File: src/rtl/biquad_coeff_pkg.sv
// Shared definitions for the biquad coefficient loader: data width, FSM encoding
// and the index-width helper.
package biquad_coeff_pkg;

    localparam int COEFF_W = 18;

    typedef enum logic [1:0] {
        ST_IDLE   = 2'd0,
        ST_WRITE  = 2'd1,
        ST_GAP    = 2'd2,
        ST_UPDATE = 2'd3
    } state_t;

    function automatic int idx_w(input int n);
        return (n > 1) ? $clog2(n) : 1;
    endfunction

endpackage

File: src/rtl/biquad_coeff_regfile.sv
// Coefficient register file: one synchronous write port, one combinational
// index-read port. Out-of-range indices are ignored on write and read as zero.
module biquad_coeff_regfile
    import biquad_coeff_pkg::*;
#(
    parameter int NCOEFF = 2,
    parameter int AW     = 1
) (
    input  logic               clk,
    input  logic               rst_n,
    input  logic               wr_en,
    input  logic [AW-1:0]      wr_addr,
    input  logic [COEFF_W-1:0] wr_dat,
    input  logic [AW-1:0]      rd_addr,
    output logic [COEFF_W-1:0] rd_dat
);

    logic [COEFF_W-1:0] regs [NCOEFF];

    always_ff @(posedge clk) begin
        if (!rst_n) begin
            for (int i = 0; i < NCOEFF; i++) regs[i] <= '0;
        end else if (wr_en && (int'(wr_addr) < NCOEFF)) begin
            regs[wr_addr] <= wr_dat;
        end
    end

    always_comb begin
        rd_dat = '0;
        if (int'(rd_addr) < NCOEFF) rd_dat = regs[rd_addr];
    end

endmodule

File: src/rtl/biquad8_coeff_loader.sv
// Streams a coefficient set into one or more biquad8 blocks, highest index first,
// then issues a single update strobe after a fixed idle gap.
//
// state  | meaning
// IDLE   | waiting for a load; register file writable
// WRITE  | coeff_wr_o asserted, one coefficient read per cycle
// GAP    | last word on coeff_dat_o, counting down the update gap
// UPDATE | coeff_update_o and done_o pulse; start a queued load if any
module biquad8_coeff_loader
    import biquad_coeff_pkg::*;
#(
    parameter int NCOEFF     = 2,
    parameter int NCHAN      = 1,
    parameter int UPDATE_GAP = 2,
    localparam int AW = idx_w(NCOEFF),
    localparam int GW = idx_w(UPDATE_GAP + 1)
) (
    input  logic               clk,
    input  logic               rst_n,
    input  logic               cfg_wr_i,
    input  logic [AW-1:0]      cfg_addr_i,
    input  logic [COEFF_W-1:0] cfg_dat_i,
    input  logic               load_i,
    input  logic [NCHAN-1:0]   load_mask_i,
    input  logic               err_clr_i,
    output logic [COEFF_W-1:0] coeff_dat_o,
    output logic [NCHAN-1:0]   coeff_wr_o,
    output logic [NCHAN-1:0]   coeff_update_o,
    output logic               busy_o,
    output logic               done_o,
    output logic               err_o
);

    state_t             state;
    logic [AW-1:0]      wr_cnt;
    logic [GW-1:0]      gap_cnt;
    logic [NCHAN-1:0]   mask_q;
    logic [NCHAN-1:0]   pend_mask;
    logic               pend_v;
    logic [COEFF_W-1:0] rd_dat;
    logic               load_ok;
    logic               reg_we;
    logic               start_en;
    logic [NCHAN-1:0]   start_mask;
    logic               err_new;

    assign load_ok = load_i && (load_mask_i != '0);
    // Writes are blocked while busy, so the register file itself is the snapshot
    // taken at the IDLE->WRITE edge, including a write in the same cycle as load_i.
    assign reg_we  = cfg_wr_i && (state == ST_IDLE);
    assign err_new = (cfg_wr_i && (state != ST_IDLE)) || (load_ok && pend_v);

    biquad_coeff_regfile #(
        .NCOEFF (NCOEFF),
        .AW     (AW)
    ) u_regfile (
        .clk     (clk),
        .rst_n   (rst_n),
        .wr_en   (reg_we),
        .wr_addr (cfg_addr_i),
        .wr_dat  (cfg_dat_i),
        .rd_addr (wr_cnt),
        .rd_dat  (rd_dat)
    );

    always_comb begin
        start_en   = 1'b0;
        start_mask = load_mask_i;
        if (state == ST_IDLE) begin
            start_en = load_ok;
        end else if (state == ST_UPDATE) begin
            if (pend_v) begin
                start_en   = 1'b1;
                start_mask = pend_mask;
            end else begin
                start_en = load_ok;
            end
        end
    end

    always_ff @(posedge clk) begin
        if (!rst_n) begin
            state          <= ST_IDLE;
            wr_cnt         <= '0;
            gap_cnt        <= '0;
            mask_q         <= '0;
            pend_mask      <= '0;
            pend_v         <= 1'b0;
            coeff_dat_o    <= '0;
            coeff_wr_o     <= '0;
            coeff_update_o <= '0;
            busy_o         <= 1'b0;
            done_o         <= 1'b0;
            err_o          <= 1'b0;
        end else begin
            if (err_new)        err_o <= 1'b1;
            else if (err_clr_i) err_o <= 1'b0;

            case (state)
                ST_WRITE: begin
                    coeff_dat_o <= rd_dat;
                    if (wr_cnt == '0) begin
                        state      <= ST_GAP;
                        coeff_wr_o <= '0;
                        gap_cnt    <= GW'(UPDATE_GAP);
                    end else begin
                        wr_cnt <= wr_cnt - AW'(1);
                    end
                end
                ST_GAP: begin
                    if (gap_cnt == '0) begin
                        state          <= ST_UPDATE;
                        coeff_update_o <= mask_q;
                        done_o         <= 1'b1;
                    end else begin
                        gap_cnt <= gap_cnt - GW'(1);
                    end
                end
                ST_UPDATE: begin
                    coeff_update_o <= '0;
                    done_o         <= 1'b0;
                    pend_v         <= 1'b0;
                    if (!start_en) begin
                        state  <= ST_IDLE;
                        busy_o <= 1'b0;
                    end
                end
                default: ;
            endcase

            if ((state == ST_WRITE || state == ST_GAP) && load_ok && !pend_v) begin
                pend_v    <= 1'b1;
                pend_mask <= load_mask_i;
            end

            if (start_en) begin
                state      <= ST_WRITE;
                mask_q     <= start_mask;
                coeff_wr_o <= start_mask;
                wr_cnt     <= AW'(NCOEFF - 1);
                busy_o     <= 1'b1;
            end
        end
    end

endmodule

File: config.mk
export PLATFORM = sky130hd
export DESIGN_NAME = biquad8_coeff_loader
export DESIGN_NICKNAME = d
export VERILOG_FILES = /design/src/rtl/biquad_coeff_pkg.sv /design/src/rtl/biquad_coeff_regfile.sv /design/src/rtl/biquad8_coeff_loader.sv
export SDC_FILE = /design/constraint.sdc
export NUM_CORES = 1
export LEC_CHECK = 0
export ABC_AREA = 1
export CAP_MARGIN = 15
export CORE_ASPECT_RATIO = 1.25
export CORE_UTILIZATION = 53
export DETAILED_ROUTE_END_ITERATION = 8
export PLACE_DENSITY = 0.79
export SYNTH_ARGS = -nofsm -noshare
export SYNTH_HDL_FRONTEND = slang
export SYNTH_SLANG_ARGS = --single-unit
File: constraint.sdc
create_clock -name clk -period 2.2 [get_ports clk]
set_input_delay 0.55 -clock clk [delete_from_list [all_inputs] [get_ports clk]]
set_output_delay 0.55 -clock clk [all_outputs]
set_load 0.005 [all_outputs]
==> results.yml, run 1 <==
timing:
  timing.final.crit_share_pct: 84.3
  drv_slew: 0
  setup_violations: 0
  finalWorstSetupSlack_ns: 0.346
  layout_min_cycle_time_ns: 1.85
  tightestPinTransition_ns: 0.585
  fin_skew_ns: 0.00573
  max_freq_mhz: 539
  rsz0062_at_grt: "no"
  max_slew_margin_pct: 61.0
  timing.setup.tns_ns: 0
  hold_violations: 0
power:
  swShare_pct: 32.2
  combPwrFrac_pct: 29.2
  cellPowerDensity_mw_per_mm2: 1010
  switchingPower_w: 0.00120
  clock_power_share_pct: 26.5
  power_w: 0.00374
  power.leakage_nw: 1.70
  seq_power_share_pct: 44.3
  irDropWorstVdd_mv: 0.465
  p_int_w: 0.00254
clock_tree:
  cts_tree: "yes"
  clk_pin_slew_ns: 0.07
  cts_hold_buf: 0
  clkSinkCount: 67
  cts_root_buf: "clkbuf_8"
  post-cts-setup-buffer-count: 0
  worst_skew_pair.late_latency_ns: 0.34
  ctsLongestPathBuffers: 2
  post_cts_resized: 0
  cts_buffers: 9
  cts_max_level: 3
detailed_routing:
  drc_errors: 0
  wl_per_cell_um: 12.9
  wl_um: 5840
  first_iter_violations: 140
  firstDrtPassIters: 4
  detail-route-antenna-nets: 0
  vias: 2243
  via_per_inst: 4.96
worst_setup_path:
  crit_chain: "inv_1, ha_1, inv_2, nor2_4, nand2_1, nand3_1, nand2_1, inv_1"
  cp_slowest_stage_delay_ns: 0.53
  arrival_ns: 2.15
  crit_path_max_fanout: 19
  cp_slowest_cell: "ha_1"
  cp-end-kind: "flip-flop"
  start_kind: "flip-flop"
  required_ns: 2.49
  critPathKind: "flip-flop to flip-flop"
run_status:
  outcome: "finished clean"
cells_and_area:
  final_cells: 452
  final_nets: 415
  syn_to_final_growth_pct: 25.3
  drive_gt1_share_pct: 11.9
  n_antenna_cell: 0
  utilization_pct: 68.4
  nFillCells: 438
synth:
  avgSynthCellArea_sq_um: 9.03
  synth_cell_types: 23
  synth_seq_cells: 67
  yosysSeqAreaShare_pct: 57.6
  syn_nets: 359
  ys_warn_count: 0
  syn_area_sq_mm: 0.00295
  synthCells: 327
floorplan:
  core-area_sq_mm: 0.00541
  start_util_pct: 54.6
  die_w_um: 68.8
  die_y_um: 85.5
  die-area_sq_mm: 0.00588
  rows: 30
  pin_count: 48
place:
  dp_hpwl_um: 4050
  place.port_buffers: 47
  place_inst: 436
  gp_congestion: 0.757
  place_ws_ns: 0.138
global_routing:
  grt_max_degree: 25
  grt_usage_pct: 22.7
  grt-ovfl-total: 0
  antenna_found_initial: 0
  grt_pass1_wl_um: 9380
  grt_pass1_vias: 2177
run:
  maxCapViolations: 0
min_path:
  hold_path.class: "flip-flop to flip-flop"
[state kept, by name, indices dropped and copies added, names as in the netlist]
register and cells:
busy_o 1, coeff_dat_o 18, coeff_update_o 1, coeff_wr_o 1, done_o 1, err_o 1, gap_cnt 2, mask_q 1
pend_mask 1, pend_v 1, state 2, u_regfile.regs 36, wr_cnt 1
[cell families after synthesis]
family	after synthesis	share of synthesized area [%]
adder cells (fa/ha/maj)	7	2.97
buffers and inverters	66	9.75
AND/OR/NAND/NOR	173	26.7
AO/OA/AOI/OAI	14	2.97
flip-flops	67	57.6
[critical path: cells and delay by family, from the launching register on]
family / cells / cell delay, ns
fa+ha+maj: 1 / 0.53
flops: 1 / 0.37
buf+inv: 3 / 0.26
simple gates: 4 / 0.66
[synthesized netlist by cell type, drive strengths merged]
library cell | n | area (sq um)
a21oi | 8 | 40.0
buf | 10 | 77.6
clkbuf | 2 | 7.51
dfxtp | 31 | 621
edfxtp | 36 | 1080
ha | 7 | 87.6
inv | 54 | 203
nand2 | 81 | 309
nand3 | 42 | 210
nand4 | 4 | 55.1
nor2 | 45 | 209
nor3 | 1 | 5.00
o211ai | 1 | 7.51
o21ai | 4 | 31.3
o221ai | 1 | 8.76
[metal layers]
| metal | track usage [%] | vias to the layer above | share of wire, % |
|---|---|---|---|
| li1 | - | 1140 | - |
| met3 | 6.99 | 10 | 4.0 |
| met2 | 38.4 | 46 | 54 |
| met4 | 11.9 | 0 | 1.8 |
| met1 | 24.8 | 1047 | 40 |
| met5 | 0 | - | 0 |
[worst paths after layout]
| path | depth (start not counted) | slack, ns | endpoint | from |
|---|---|---|---|---|
| worst max register to register | 8 | 0.35 | coeff_dat_o[1]$_SDFFE_PN0N_ | state[1]$_SDFFE_PP0P_ |
| worst max-delay path | 8 | 0.35 | coeff_dat_o[1]$_SDFFE_PN0N_ | state[1]$_SDFFE_PP0P_ |
| worst min register to register | 2 | 0.46 | pend_mask$_SDFFE_PN0P_ | pend_mask$_SDFFE_PN0P_ |
| worst min-delay path | 2 | 0.46 | pend_mask$_SDFFE_PN0P_ | pend_mask$_SDFFE_PN0P_ |
[power by group through the flow]
stage / Combinational (W) / Sequential, W / Clock (W)
floorplan: 0.000742 / 0.00165 / 0
global placement: 0.00107 / 0.00167 / 0
detailed placement: 0.00110 / 0.00168 / 0
CTS: 0.00110 / 0.00166 / 0.00101
global route: 0.00124 / 0.00168 / 0.00106
finish: 0.00109 / 0.00166 / 0.000991
[cell usage in the layout (no fill, tap or decap)]
master,instances
a21oi_1,8
buf_12,1
buf_4,9
bufinv_16,1
clkbuf_8,10
clkdlybuf4s50_1,47
clkinv_2,5
dfxtp_1,31
edfxtp_1,36
ha_1,7
inv_1,51
inv_2,3
nand2_1,79
nand2_2,2
nand3_1,42
nand4_1,2
nand4_4,2
nor2_1,33
nor2_2,10
nor2_4,2
nor3_1,1
o211ai_1,1
o21ai_0,3
o21ai_4,1
o221ai_1,1
[through the flow]
step	hold WS (ns)	cell area, sq um
after global routing	0.476	3700
after CTS	0.459	3700
final	0.458	3700
after global placement	0.449	3510
after detailed placement	0.447	3510
after floorplan	0.429	2950
[layout make-up]
class	instances	area [sq um]	share of cell area, %
clock buffer	10	138	3.72
sequential	67	1700	46.0
clock inverter	6	55.1	1.49
tap	64	80.1	2.17
timing repair buffer	57	558	15.1
inverter	54	203	5.48
multi-input combinational	194	963	26.0
Note: power is estimated with default switching activity, not from simulation.
==> inputs of run 2 (changes only) <==
CORE_UTILIZATION = 48   (was 53)
PLACE_DENSITY = 0.76   (was 0.79)
clock period = 1.5 ns   (was 2.2 ns; I/O delays follow)
==> run 2 against run 1 <==
Maximum frequency rose by 33%. Sequential cell count unchanged. Worst hold slack gained 0.0035 ns.
==> results.yml, run 2 (same netlist as run 1, synthesis figures left out) <==
run_status:
  outcome: "finished clean"
worst_setup_path:
  critPathKind: "flip-flop to flip-flop"
  cp-end-kind: "flip-flop"
  arrival_ns: 1.42
  rrSetupSlack_ns: 0.10
  reg2regPathDepth: 4
  required_ns: 1.52
  crit_path_max_fanout: 18
  start_kind: "flip-flop"
place:
  place.port_buffers: 47
  gp_congestion: 0.768
  dp_hpwl_um: 4210
global_routing:
  antenna_found_initial: 0
  grt_pass1_vias: 2237
  grt_pass1_wl_um: 10000
  grt-ovfl-total: 0
  grt_max_degree: 20
  grt_usage_pct: 21.0
timing:
  hold_violations: 0
  setup_violations: 0
  layout_min_cycle_time_ns: 1.40
  tightestPinTransition_ns: 0.264
  rsz0062_at_grt: "yes"
  max_slew_margin_pct: 82.2
  max_freq_mhz: 717
  drv_slew: 0
  fin_skew_ns: 0.0161
  timing.final.crit_share_pct: 93.0
clock_tree:
  clk_pin_slew_ns: 0.07
  clkSinkCount: 67
  cts_hold_buf: 0
  cts_max_level: 3
  cts_root_buf: "clkbuf_8"
  worst_skew_pair.late_latency_ns: 0.35
  cts_tree: "yes"
  ctsLongestPathBuffers: 2
  cts_buffers: 9
power:
  combPwrFrac_pct: 32.5
  clock_power_share_pct: 24.0
  power.leakage_nw: 1.81
  switchingPower_w: 0.00185
  irDropWorstVdd_mv: 0.908
  cellPowerDensity_mw_per_mm2: 1460
  swShare_pct: 33.6
  power_w: 0.00549
  seq_power_share_pct: 43.5
  p_int_w: 0.00365
detailed_routing:
  wl_per_cell_um: 13.0
  wl_um: 6160
  dr_wl_met3_um: 210
  detail-route-antenna-nets: 0
  top_layer: "met4"
  met1Wirelength_um: 2420
  via_per_inst: 4.79
  drc_errors: 0
  wl_met2_um: 3390
  firstDrtPassIters: 4
  vias: 2277
  first_iter_violations: 154
cells_and_area:
  utilization_pct: 64.2
  n_antenna_cell: 0
  layout_common_cells: "nand2_1 (77), inv_1 (51), nand3_1 (42)"
  drive_gt1_share_pct: 16.8
  top_regs: "u_regfile.regs x36, coeff_dat_o x18"
  nFillCells: 493
  top_register: "u_regfile.regs"
  final_nets: 420
  layout_commonest_cell: "nand2_1"
  largest_reg_flops: 36
  syn_to_final_growth_pct: 27.3
floorplan:
  core-area_sq_mm: 0.00586
  die_w_um: 72.2
  pin_count: 48
  start_util_pct: 50.4
  rows: 31
  die-area_sq_mm: 0.00647
  die_y_um: 89.7
run:
  maxCapViolations: 0
min_path:
  hold_path.class: "flip-flop to flip-flop"
  whs_path_depth: 2
## run 2: what timing repair did
action                                  CTS  global route
pin swaps                                 0             1
cloned                                    0             0
hold endpoints to repair                  0             0
endpoints found under the setup margin   23            24
buffers inserted                          0             1
resized for setup                        34             3
## run 2: cell type report
class | count | area (sq um) | area share, %
clock buffer | 12 | 145 | 3.86
clock inverter | 4 | 25.0 | 0.666
inverter | 54 | 203 | 5.39
multi-input combinational | 194 | 1000 | 26.7
sequential | 67 | 1710 | 45.6
tap | 82 | 103 | 2.73
timing repair buffer | 62 | 567 | 15.1
## run 2: power groups by stage
stage	combinational (W)	clock [W]	sequential [W]
floorplan	0.00114	0	0.00242
global placement	0.00173	0	0.00242
detailed placement	0.00180	0	0.00243
CTS	0.00174	0.00133	0.00239
global route	0.00202	0.00141	0.00243
finish	0.00179	0.00132	0.00239
## run 2: final timing paths
path / to / startpoint
hold / removal: busy_o$_SDFFE_PN0P_ / busy_o$_SDFFE_PN0P_
setup / recovery: u_regfile.regs[0][11]$_SDFFCE_PN0P_ / state[0]$_SDFFE_PN0P_
hold reg to reg: busy_o$_SDFFE_PN0P_ / busy_o$_SDFFE_PN0P_
setup reg to reg: u_regfile.regs[0][11]$_SDFFCE_PN0P_ / state[0]$_SDFFE_PN0P_
## run 2: routing by layer
layer,vias to the layer above,global-route usage (%)
met4,0,11.2
li1,1149,-
met5,-,0
met3,13,3.68
met1,1061,22.6
met2,54,39.2
## run 2: critical path, cell delays in order (launching register included)
cell and delay, ns:
dfxtp_1 0.32, inv_1 0.15, ha_4 0.22, nand4_4 0.14, nand2_4 0.25
## run 2: per-stage QoR
step	hold WS, ns	cells	instance area, sq um	setup TNS [ns]	worst slack (ns)
final	0.461	475	3760	0	0.104
after global routing	0.488	475	3760	-0.0416	-0.0302
after CTS	0.463	474	3730	0	0.0420
after detailed placement	0.457	458	3570	-16.10	-0.238
after global placement	0.440	458	3570	-11.52	-0.183
after floorplan	0.429	327	2980	0	0.0172
==> inputs of run 3 (changes only) <==
SYNTH_HIERARCHICAL = 1   (was not set)
==> run 3 against run 2 <==
Worst hold slack gained 0.0063 ns. Utilization rose by 2.2 points. Count of clock-buffer cells in the layout fell by 3. Total power up 15%. Synthesized area fell by 0.93%. Routed wire length increased by 2.5%. Clock skew down 0.0058 ns. Highest routed layer unchanged.
==> results.yml, run 3 <==
power:
  power_w: 0.00631
  cellPowerDensity_mw_per_mm2: 1630
  power.leakage_nw: 1.79
  irDropWorstVdd_mv: 0.818
synth:
  syn_nets: 356
  synth_cell_types: 24
  synth_largest_area_cell: "edfxtp_1"
  synth_seq_cells: 67
  ys_warn_count: 6
  async_flop_share_pct: 0
  syn_area_sq_mm: 0.00293
  avgSynthCellArea_sq_um: 9.03
  synth.most_common_cell: "nor2_1"
  synth_top_area_share_pct: 37.0
  synthTopCellsByArea: "edfxtp_1 (37%), dfxtp_1 (21%), nor2_1 (8.7%)"
  synth_edf_count: 36
  yosysSeqAreaShare_pct: 58.2
  synthCells: 324
  synth_flop_cell: "edfxtp_1"
  synth_common_cells: "nor2_1 (68), inv_1 (54), nand2_1 (42), o21ai_0 (37), edfxtp_1 (36)"
timing:
  hold_violations: 0
  drv_slew: 0
  timing.final.crit_share_pct: 95.7
  tightestPinTransition_ns: 0.263
  timing.setup.tns_ns: 0
  fin_skew_ns: 0.0103
  rsz0062_at_grt: "yes"
  layout_min_cycle_time_ns: 1.43
  worst_hold_slack_ns: 0.467
  max_freq_mhz: 697
  max_slew_margin_pct: 82.4
  setup_violations: 0
clock_tree:
  clkSinkCount: 67
  cts_root_buf: "clkbuf_8"
  clk_pin_slew_ns: 0.08
  cts_tree: "yes"
  ctsLongestPathBuffers: 2
  cts_buffers: 9
  cts_hold_buf: 0
  worst_skew_pair.late_latency_ns: 0.34
  cts_max_level: 3
global_routing:
  antenna_found_initial: 0
  grt_max_degree: 25
  grt_pass1_vias: 2113
  grt_usage_pct: 20.0
  grt-ovfl-total: 0
  grt_pass1_wl_um: 9540
floorplan:
  die_w_um: 71.8
  start_util_pct: 50.3
  pin_count: 48
  die-area_sq_mm: 0.00641
  rows: 31
  die_y_um: 89.3
  core-area_sq_mm: 0.00582
min_path:
  hold_path.class: "flip-flop to flip-flop"
  whs_path_depth: 2
cells_and_area:
  final_cells: 458
  syn_to_final_growth_pct: 32.1
  seqCellArea_sq_mm: 0.00171
  drive_gt1_share_pct: 16.6
  top_register: "u_regfile/regs"
  multi_input_area_sq_mm: 0.00103
  layout_commonest_cell: "nor2_1"
  layout_common_cells: "nor2_1 (67), inv_1 (51), nand2_1 (40)"
  n_antenna_cell: 0
  final_nets: 419
  largest_reg_flops: 36
  nFillCells: 448
  top_regs: "u_regfile/regs x36, coeff_dat_o x18"
  utilization_pct: 66.4
detailed_routing:
  firstDrtPassIters: 4
  drc_errors: 0
  via_per_inst: 4.95
  wl_per_cell_um: 13.8
  detail-route-antenna-nets: 0
  first_iter_violations: 90
  vias: 2269
  wl_um: 6320
worst_setup_path:
  start_kind: "flip-flop"
  critPathKind: "flip-flop to flip-flop"
  rrSetupSlack_ns: 0.07
  arrival_ns: 1.64
  cp-end-kind: "flip-flop"
  reg2regPathDepth: 7
  crit_path_max_fanout: 11
  required_ns: 1.70
place:
  gp_congestion: 0.824
  dp_hpwl_um: 4240
  place.port_buffers: 47
  place_inst: 439
run:
  maxCapViolations: 0
run_status:
  outcome: "finished clean"
==> run 3: cell types whose count changed in the layout (fill, tap and decap cells not counted), moves of 3 or more <==
cell	previous run	this run
nor2_1	33	67
bufinv_16	0	3
nand2_1	77	40
dfxtp_1	21	24
nand3_1	42	5
dfxtp_2	10	7
buf_4	14	10
buf_6	0	3
o21ai_0	3	37
nand2_8	0	3
==> run 3: power by group <==
group / switching [W] / total [W] / internal (W) / leakage (nW)
logic: 0.00112 / 0.00195 / 0.000830 / 1.03
registers: 0.000146 / 0.00250 / 0.00235 / 0.633
clock network: 0.000741 / 0.00186 / 0.00112 / 0.124
total: 0.00201 / 0.00631 / 0.00430 / 1.79
==> run 3: layout make-up <==
cell class              count  share of cell area [%]
flip-flops and latches     67                    44.3
multi-input cells         193                    26.6
repair buffers             62                    15.3
inverters                  54                    5.25
clock inverters             7                    3.24
clock buffers               9                    3.21
well taps                  66                    2.14
==> run 3: metrics by stage <==
stage	area, sq um	setup slack [ns]
final	3860	0.0650
after global routing	3860	-0.00724
after CTS	3790	0.0357
after detailed placement	3560	-0.178
after global placement	3560	-0.139
after floorplan	2960	0.0155
==> run 3: metal layers <==
layer	track usage, %	vias up	routed length [um]	part of all wire [%]
li1	-	1152	-	-
met1	22.8	1066	2580	41
met2	35.2	39	3400	54
met3	4.74	12	212	3.4
met4	9.98	0	120	1.9
met5	0	-	0	0
==> run 3: final timing paths <==
check / start / end
setup / recovery: state[0]$_SDFFE_PN0P_ / u_regfile/regs[1][15]$_SDFFCE_PN0P_
hold / removal: pend_mask$_SDFFE_PN0P_ / pend_mask$_SDFFE_PN0P_
setup reg to reg: state[0]$_SDFFE_PN0P_ / u_regfile/regs[1][15]$_SDFFCE_PN0P_
hold reg to reg: pend_mask$_SDFFE_PN0P_ / pend_mask$_SDFFE_PN0P_
==> run 3: critical path, stage by stage (launching register included) <==
cell	delay (ns)
dfxtp_1	0.33
inv_2	0.10
ha_4	0.16
nand2_1	0.06
inv_2	0.12
nand3_4	0.20
buf_6	0.22
nor2_2	0.11
==> run 3: cell families after synthesis <==
| logic type | count (synthesis) | share of synthesized area, % |
|---|---|---|
| and+or+nand+nor | 133 | 19.9 |
| buffers and inverters | 67 | 9.84 |
| DFF | 67 | 58.2 |
| AOI/OAI and AO/OA | 50 | 9.07 |
| adders and majority gates | 7 | 2.99 |
==> run 3: repair_timing <==
action | CTS | global route
endpoints found under the setup margin | 24 | 73
endpoints found under the hold margin | 0 | 0
pin swaps | 0 | 1
buffers inserted | 0 | 0
gates cloned | 0 | 3
gates resized for setup | 31 | 9
